==> src/rtl/mode_ctrl_pkg.sv <==
`default_nettype none
// ============================================================================
// Module   : mode_ctrl_pkg
// Purpose  : Shared definitions for the mode controller: processing-mode
//            encodings, mode word width and the button-FSM state type.
// Ports    : none (package)
// Revision : 1.0  initial release
// ============================================================================
package mode_ctrl_pkg;

  localparam int MODE_W = 3;

  localparam logic [MODE_W-1:0] MODE_INV        = 3'd0;
  localparam logic [MODE_W-1:0] MODE_INV_DIM    = 3'd1;
  localparam logic [MODE_W-1:0] MODE_YINV       = 3'd2;
  localparam logic [MODE_W-1:0] MODE_INV_OR_DIM = 3'd3;
  localparam logic [MODE_W-1:0] MODE_SHIFT_DIM  = 3'd4;
  localparam logic [MODE_W-1:0] MODE_DIM_DEEP   = 3'd5;
  localparam logic [MODE_W-1:0] MODE_DIM        = 3'd6;
  localparam logic [MODE_W-1:0] MODE_PASS       = 3'd7;

  typedef enum logic [1:0] {
    BTN_IDLE    = 2'd0,
    BTN_PRESSED = 2'd1,
    BTN_HELD    = 2'd2
  } btn_state_t;

endpackage
`default_nettype wire

==> src/rtl/mode_ctrl_btn_press.sv <==
`default_nettype none
// ============================================================================
// Module   : btn_press
// Purpose  : One push-button front end: 2-flop synchroniser, debounce and
//            short/long press classifier.
// Ports    : clk_i    - clock
//            rst_ni   - asynchronous active-low reset
//            btn_i    - raw button, active-high, asynchronous
//            short_o  - 1-cycle pulse on release before the long threshold
//            long_o   - 1-cycle pulse when the hold reaches the long threshold
// Revision : 1.0  initial release
// ============================================================================
module btn_press
  import mode_ctrl_pkg::*;
#(
  parameter int DEBOUNCE_CYC = 1000000,
  parameter int LONG_CYC     = 100000000
) (
  input  logic clk_i,
  input  logic rst_ni,
  input  logic btn_i,
  output logic short_o,
  output logic long_o
);

  localparam int c_db_w   = $clog2(DEBOUNCE_CYC);
  localparam int c_hold_w = $clog2(LONG_CYC);
  localparam logic [c_db_w-1:0]   c_db_last   = c_db_w'(DEBOUNCE_CYC - 1);
  localparam logic [c_hold_w-1:0] c_hold_last = c_hold_w'(LONG_CYC - 1);

  logic [1:0]          r_sync;
  logic                r_deb;
  logic [c_db_w-1:0]   r_db_cnt;
  btn_state_t          r_state;
  btn_state_t          w_state_nxt;
  logic [c_hold_w-1:0] r_hold;
  logic [c_hold_w-1:0] w_hold_nxt;

  // Synchroniser and debounce: the level only flips after the synchronised
  // input has disagreed with it for DEBOUNCE_CYC consecutive cycles.
  always_ff @(posedge clk_i or negedge rst_ni) begin
    if (!rst_ni) begin
      r_sync   <= 2'b00;
      r_deb    <= 1'b0;
      r_db_cnt <= '0;
    end else begin
      r_sync <= {r_sync[0], btn_i};
      if (r_sync[1] == r_deb) begin
        r_db_cnt <= '0;
      end else if (r_db_cnt == c_db_last) begin
        r_deb    <= ~r_deb;
        r_db_cnt <= '0;
      end else begin
        r_db_cnt <= r_db_cnt + 1'b1;
      end
    end
  end

  always_ff @(posedge clk_i or negedge rst_ni) begin
    if (!rst_ni) begin
      r_state <= BTN_IDLE;
      r_hold  <= '0;
    end else begin
      r_state <= w_state_nxt;
      r_hold  <= w_hold_nxt;
    end
  end

  // The debounced level can only go high from IDLE via a rise, so testing
  // the level in IDLE is equivalent to edge detection. The hold counter
  // stops at its threshold, so it never wraps.
  always_comb begin
    w_state_nxt = r_state;
    w_hold_nxt  = r_hold;
    short_o     = 1'b0;
    long_o      = 1'b0;
    case (r_state)
      BTN_IDLE: begin
        if (r_deb) begin
          w_state_nxt = BTN_PRESSED;
          w_hold_nxt  = '0;
        end
      end
      BTN_PRESSED: begin
        if (!r_deb) begin
          short_o     = 1'b1;
          w_state_nxt = BTN_IDLE;
        end else if (r_hold == c_hold_last) begin
          long_o      = 1'b1;
          w_state_nxt = BTN_HELD;
        end else begin
          w_hold_nxt = r_hold + 1'b1;
        end
      end
      BTN_HELD: begin
        if (!r_deb) begin
          w_state_nxt = BTN_IDLE;
        end
      end
      default: begin
        w_state_nxt = BTN_IDLE;
      end
    endcase
  end

endmodule
`default_nettype wire

==> src/rtl/mode_ctrl.sv <==
`default_nettype none
// ============================================================================
// Module   : mode_ctrl
// Purpose  : Processing-mode selector. Two buttons step a pending mode
//            (short press) or restore the default (long press); the pending
//            mode is committed to mode_o only at a vertical-sync rising edge.
// Ports    : vin_clk_i  - pixel clock
//            rst_ni     - asynchronous active-low reset
//            btn_next_i - raw "next mode" button
//            btn_prev_i - raw "previous mode" button
//            vin_vs_i   - vertical sync, active-high
//            mode_o     - committed mode word
//            pending_o  - high while the pending mode differs from mode_o
// Revision : 1.0  initial release
// ============================================================================
module mode_ctrl
  import mode_ctrl_pkg::*;
#(
  parameter int DEBOUNCE_CYC = 1000000,
  parameter int LONG_CYC     = 100000000,
  parameter int NMODES       = 8,
  parameter int DEFAULT_MODE = 7
) (
  input  logic              vin_clk_i,
  input  logic              rst_ni,
  input  logic              btn_next_i,
  input  logic              btn_prev_i,
  input  logic              vin_vs_i,
  output logic [MODE_W-1:0] mode_o,
  output logic              pending_o
);

  localparam logic [MODE_W-1:0] c_last_mode    = MODE_W'(NMODES - 1);
  localparam logic [MODE_W-1:0] c_default_mode = MODE_W'(DEFAULT_MODE);

  logic              w_short_next;
  logic              w_long_next;
  logic              w_short_prev;
  logic              w_long_prev;
  logic              r_vs_q;
  logic              w_vs_rise;
  logic [MODE_W-1:0] r_pending;
  logic [MODE_W-1:0] w_pending_nxt;
  logic [MODE_W-1:0] r_mode;
  logic [MODE_W-1:0] w_mode_nxt;
  logic              r_pend_flag;

  btn_press #(
    .DEBOUNCE_CYC (DEBOUNCE_CYC),
    .LONG_CYC     (LONG_CYC)
  ) u_btn_next (
    .clk_i   (vin_clk_i),
    .rst_ni  (rst_ni),
    .btn_i   (btn_next_i),
    .short_o (w_short_next),
    .long_o  (w_long_next)
  );

  btn_press #(
    .DEBOUNCE_CYC (DEBOUNCE_CYC),
    .LONG_CYC     (LONG_CYC)
  ) u_btn_prev (
    .clk_i   (vin_clk_i),
    .rst_ni  (rst_ni),
    .btn_i   (btn_prev_i),
    .short_o (w_short_prev),
    .long_o  (w_long_prev)
  );

  assign w_vs_rise = vin_vs_i & ~r_vs_q;

  // Wrap is an explicit compare against the last legal mode so that
  // NMODES < 8 never produces an out-of-range mode word.
  always_comb begin
    w_pending_nxt = r_pending;
    if (w_long_next || w_long_prev) begin
      w_pending_nxt = c_default_mode;
    end else if (w_short_next && w_short_prev) begin
      w_pending_nxt = r_pending;
    end else if (w_short_next) begin
      w_pending_nxt = (r_pending == c_last_mode) ? '0 : r_pending + 1'b1;
    end else if (w_short_prev) begin
      w_pending_nxt = (r_pending == '0) ? c_last_mode : r_pending - 1'b1;
    end
  end

  // Commit samples the pending value held before any same-cycle update.
  assign w_mode_nxt = w_vs_rise ? r_pending : r_mode;

  always_ff @(posedge vin_clk_i or negedge rst_ni) begin
    if (!rst_ni) begin
      r_vs_q      <= 1'b0;
      r_pending   <= c_default_mode;
      r_mode      <= c_default_mode;
      r_pend_flag <= 1'b0;
    end else begin
      r_vs_q      <= vin_vs_i;
      r_pending   <= w_pending_nxt;
      r_mode      <= w_mode_nxt;
      // Built from next-state values so the flag tracks the registers
      // without an extra cycle of lag.
      r_pend_flag <= (w_pending_nxt != w_mode_nxt);
    end
  end

  assign mode_o    = r_mode;
  assign pending_o = r_pend_flag;

endmodule
`default_nettype wire

==> config.mk <==
export PLATFORM = sky130hd
export DESIGN_NAME = mode_ctrl
export DESIGN_NICKNAME = d
export VERILOG_FILES = /design/src/rtl/mode_ctrl_pkg.sv /design/src/rtl/mode_ctrl_btn_press.sv /design/src/rtl/mode_ctrl.sv
export SDC_FILE = /design/constraint.sdc
export NUM_CORES = 1
export LEC_CHECK = 0
export BUFFER_PORTS_ARGS = -buffer_cell sky130_fd_sc_hd__buf_2
export CAP_MARGIN = 20
export CORE_ASPECT_RATIO = 0.7
export CORE_MARGIN = 2
export CORE_UTILIZATION = 60
export DETAILED_ROUTE_END_ITERATION = 7
export PLACE_DENSITY = 0.85
export SLEW_MARGIN = 20
export SYNTH_ARGS = -nofsm -noshare
export SYNTH_HDL_FRONTEND = slang
export SYNTH_SLANG_ARGS = --single-unit
==> constraint.sdc <==
create_clock -name vin_clk_i -period 4.4 [get_ports vin_clk_i]
set_input_delay 0.22 -clock vin_clk_i [delete_from_list [all_inputs] [get_ports vin_clk_i]]
set_output_delay 0.22 -clock vin_clk_i [all_outputs]
set_load 0.02 [all_outputs]
==> flow_summary.ini <==
[timing]
rsz0062_at_grt = no
setup_viol = 0
hold_viol = 0
finalCritPeriodShare_pct = 58.56
fin_tns_setup_ns = 0
min_period_ns = 2.576
clock.fmax_ghz = 0.3881
slew_headroom_pct = 36.25
slew_viol_final = 0
worst_pin_slew_ns = 0.9552
fin_skew_ns = 0.01361
fin_ws_ns = 1.824

[pwr]
p_sw_w = 0.0004104
clkPwrFrac_pct = 43.5
power.density_nw_per_um2 = 314.4
p_leak_nw = 2.803
seqPwrFrac_pct = 54.4
p_int_w = 0.001505
combinationalPowerShare_pct = 2.1
swShare_pct = 21.43
ir_worst_vdd_mv = 0.2326

[yosys]
ys.warnings.count = 0
ys_seq_area_share_pct = 50.29
ys_seq_elements = 112
yosysTopAreaCell = dfrtp_1
synth_ff_type = dfrtp_1
syn_avg_cell_area_sq_um = 9.701
synth_area_leaders = dfrtp_1 (47%), xor2_1 (8.5%), nor2_1 (7.0%)
synth_area_sq_um = 5588
synth-edff-count = 0
synth_top_area_share_pct = 47.47
netlist_instances = 576
synth_fp_nets = 589
async_reset_ff_share_pct = 100.0
yosysUniqueCellTypes = 49

[route]
drtIter0Drc = 305
routed_wirelength_microns = 10770
antenna_left = 0
wl_per_cell_microns = 15.06
vias = 4184
drc = 0
viasPerCell = 5.852
dr.pass1.iters = 5

[floorplan]
die_y_microns = 84.74
io_pins = 9
die_w_microns = 119.3
core_sq_um = 9071
fp-row-count = 29
start_util_pct = 61.60
dieArea_sq_um = 10110

[placement]
dp.cells = 695
hpwlAfterDp_microns = 7211
post-place-ws_ns = 1.916
placed_cell_area_sq_um = 5746
port_buffers = 8
globalplace.congestion = 0.8196

[cells_and_area]
design_area_sq_um = 6092
mostFrequentLayoutCells = dfrtp_1 (106), nor2_1 (103), xor2_1 (54)
area.growth.synth_to_final_pct = 9.024
antenna_cells = 0
finalNetCount = 599
final_common_cell = dfrtp_1
finalNonFillerCells = 715
drive_above_1_share_pct = 8.291
final_core_util_pct = 67.16

[hold_path]
hold_class = reg -> reg

[clock_network]
cts_tree = built
ctsRootBufferMaster = clkbuf_16
post_cts_resized = 0
clkSinkCount = 112
worstSkewPairLatency_ns = 0.36
h-tree-depth = 3
cts_buffer_depth = 2
clk_pin_slew_ns = 0.07
cts_made_buffers = 9

[critical_path]
critPathRequiredTime_ns = 4.64
worstSetupEndpointType = flop
crit_type = reg -> reg
cp_max_fo = 8
start_kind = flop
cp_data_arrival_time_ns = 2.81

[global_routing]
grt_max_degree = 71
track_usage_pct = 22.79
grt_pass1_vias = 3979
grt-ovfl-total = 0
antenna_found_initial = 0
grt_pass1_wl_microns = 18310

[flow_run]
drv_cap = 0

[run_status]
status = completed
==> Yosys cell counts, types with 2 or more instances <==
cell type / instances
a31oi_1: 4
nor2_1: 104
nor4_1: 5
or3_1: 9
nor4b_1: 5
and3_1: 17
mux2i_1: 3
xor2_1: 54
and4b_1: 2
nor3_1: 12
a21oi_1: 15
ha_1: 8
clkbuf_1: 13
nand4_1: 23
nand3_1: 37
a22o_1: 7
inv_1: 20
dfrtp_1: 106
or2_2: 3
mux2_2: 3
dfstp_2: 6
nor3b_2: 2
xnor2_1: 27
nor2b_1: 3
nand3b_1: 2
nand2_1: 43
o31ai_1: 2
o21ai_0: 16
nand2b_1: 5
==> worst paths after layout <==
kind | depth (start not counted) | startpoint | slack [ns] | end
max | 8 | u_btn_next.r_hold[0]$_DFFE_PN0P_ | 1.82 | u_btn_next.r_hold[11]$_DFFE_PN0P_
min | 0 | u_btn_prev.r_sync[0]$_DFF_PN0_ | 0.36 | u_btn_prev.r_sync[1]$_DFF_PN0_
max reg2reg | 8 | u_btn_next.r_hold[0]$_DFFE_PN0P_ | 1.82 | u_btn_next.r_hold[11]$_DFFE_PN0P_
min reg2reg | 0 | u_btn_prev.r_sync[0]$_DFF_PN0_ | 0.36 | u_btn_prev.r_sync[1]$_DFF_PN0_
max in group asynchronous | 3 | rst_ni | 2.83 | mode_o[1]$_DFF_PN1_
min in group asynchronous | 2 | rst_ni | 0.52 | u_btn_prev.r_db_cnt[15]$_DFF_PN0_
==> worst max-delay path, cell delays in order, from the launching register on <==
cell	delay (ns)
dfrtp_1	0.44
ha_1	0.26
and3_1	0.19
nand3_2	0.12
nor4_4	0.08
a2111oi_0	0.82
nand4_1	0.26
xor2_1	0.23
nor2_1	0.06
==> metal layers <==
| layer | vias to the layer above | track usage (%) | part of all wire [%] |
|---|---|---|---|
| met4 | 0 | 6.845 | 1.3 |
| met2 | 87 | 37.77 | 49 |
| met5 | - | 0 | 0 |
| met3 | 18 | 6.658 | 3.7 |
| li1 | 1985 | - | - |
| met1 | 2094 | 29.41 | 46 |
==> what timing repair did <==
item,CTS,global route
endpoints found under the hold margin,6,0
hold buffers,4,0
buffers inserted,0,0
==> power by group through the flow <==
stage          Clock (W)  Sequential, W  Combinational, W
2_1_floorplan          0        0.00106         0.0000141
3_3_place_gp           0        0.00106         0.0000378
3_5_place_dp           0        0.00106         0.0000389
4_1_cts         0.000848        0.00104         0.0000421
5_1_grt         0.000893        0.00104         0.0000475
6_report        0.000834        0.00104         0.0000404
==> metrics by stage <==
step	total power (W)	hold WS [ns]
global placement	0.001098	0.3300
floorplan	0.001074	-0.07559
detailed placement	0.001100	0.3294
global route	0.001982	0.3627
finish	0.001915	0.3569
CTS	0.001931	0.3601
==> kinds of logic after synthesis <==
family                     after synthesis  synth area share [%]
muxes                                    7                 1.411
buffers and inverters                   35                 2.373
AOI/OAI and AO/OA                       49                 5.620
adders and majority gates                8                 1.791
xor gates and xnor gates                81                 12.70
and+or+nand+nor                        284                 25.82
DFF                                    112                 50.29
==> layout make-up <==
cell class | instances | area, sq um
inverters | 20 | 75.07
clock inverters | 6 | 67.56
multi-input cells | 429 | 2648
clock buffers | 10 | 239.0
fillers | 724 | 2979
repair buffers | 14 | 97.59
well taps | 124 | 155.1
flip-flops and latches | 112 | 2810
==> registers in the layout, indices dropped and copies added, names as in the netlist <==
| name | count |
|---|---|
| u_btn_next.r_db_cnt | 20 |
| pending_o | 1 |
| u_btn_next.r_deb | 1 |
| r_pending | 3 |
| u_btn_prev.r_deb | 1 |
| u_btn_next.r_sync | 2 |
| u_btn_prev.r_db_cnt | 20 |
| r_vs_q | 1 |
| u_btn_next.r_state | 2 |
| mode_o | 3 |
| u_btn_prev.r_sync | 2 |
| u_btn_next.r_hold | 27 |
| u_btn_prev.r_hold | 27 |
| u_btn_prev.r_state | 2 |
No activity file was read; power rests on OpenSTA's default activity.
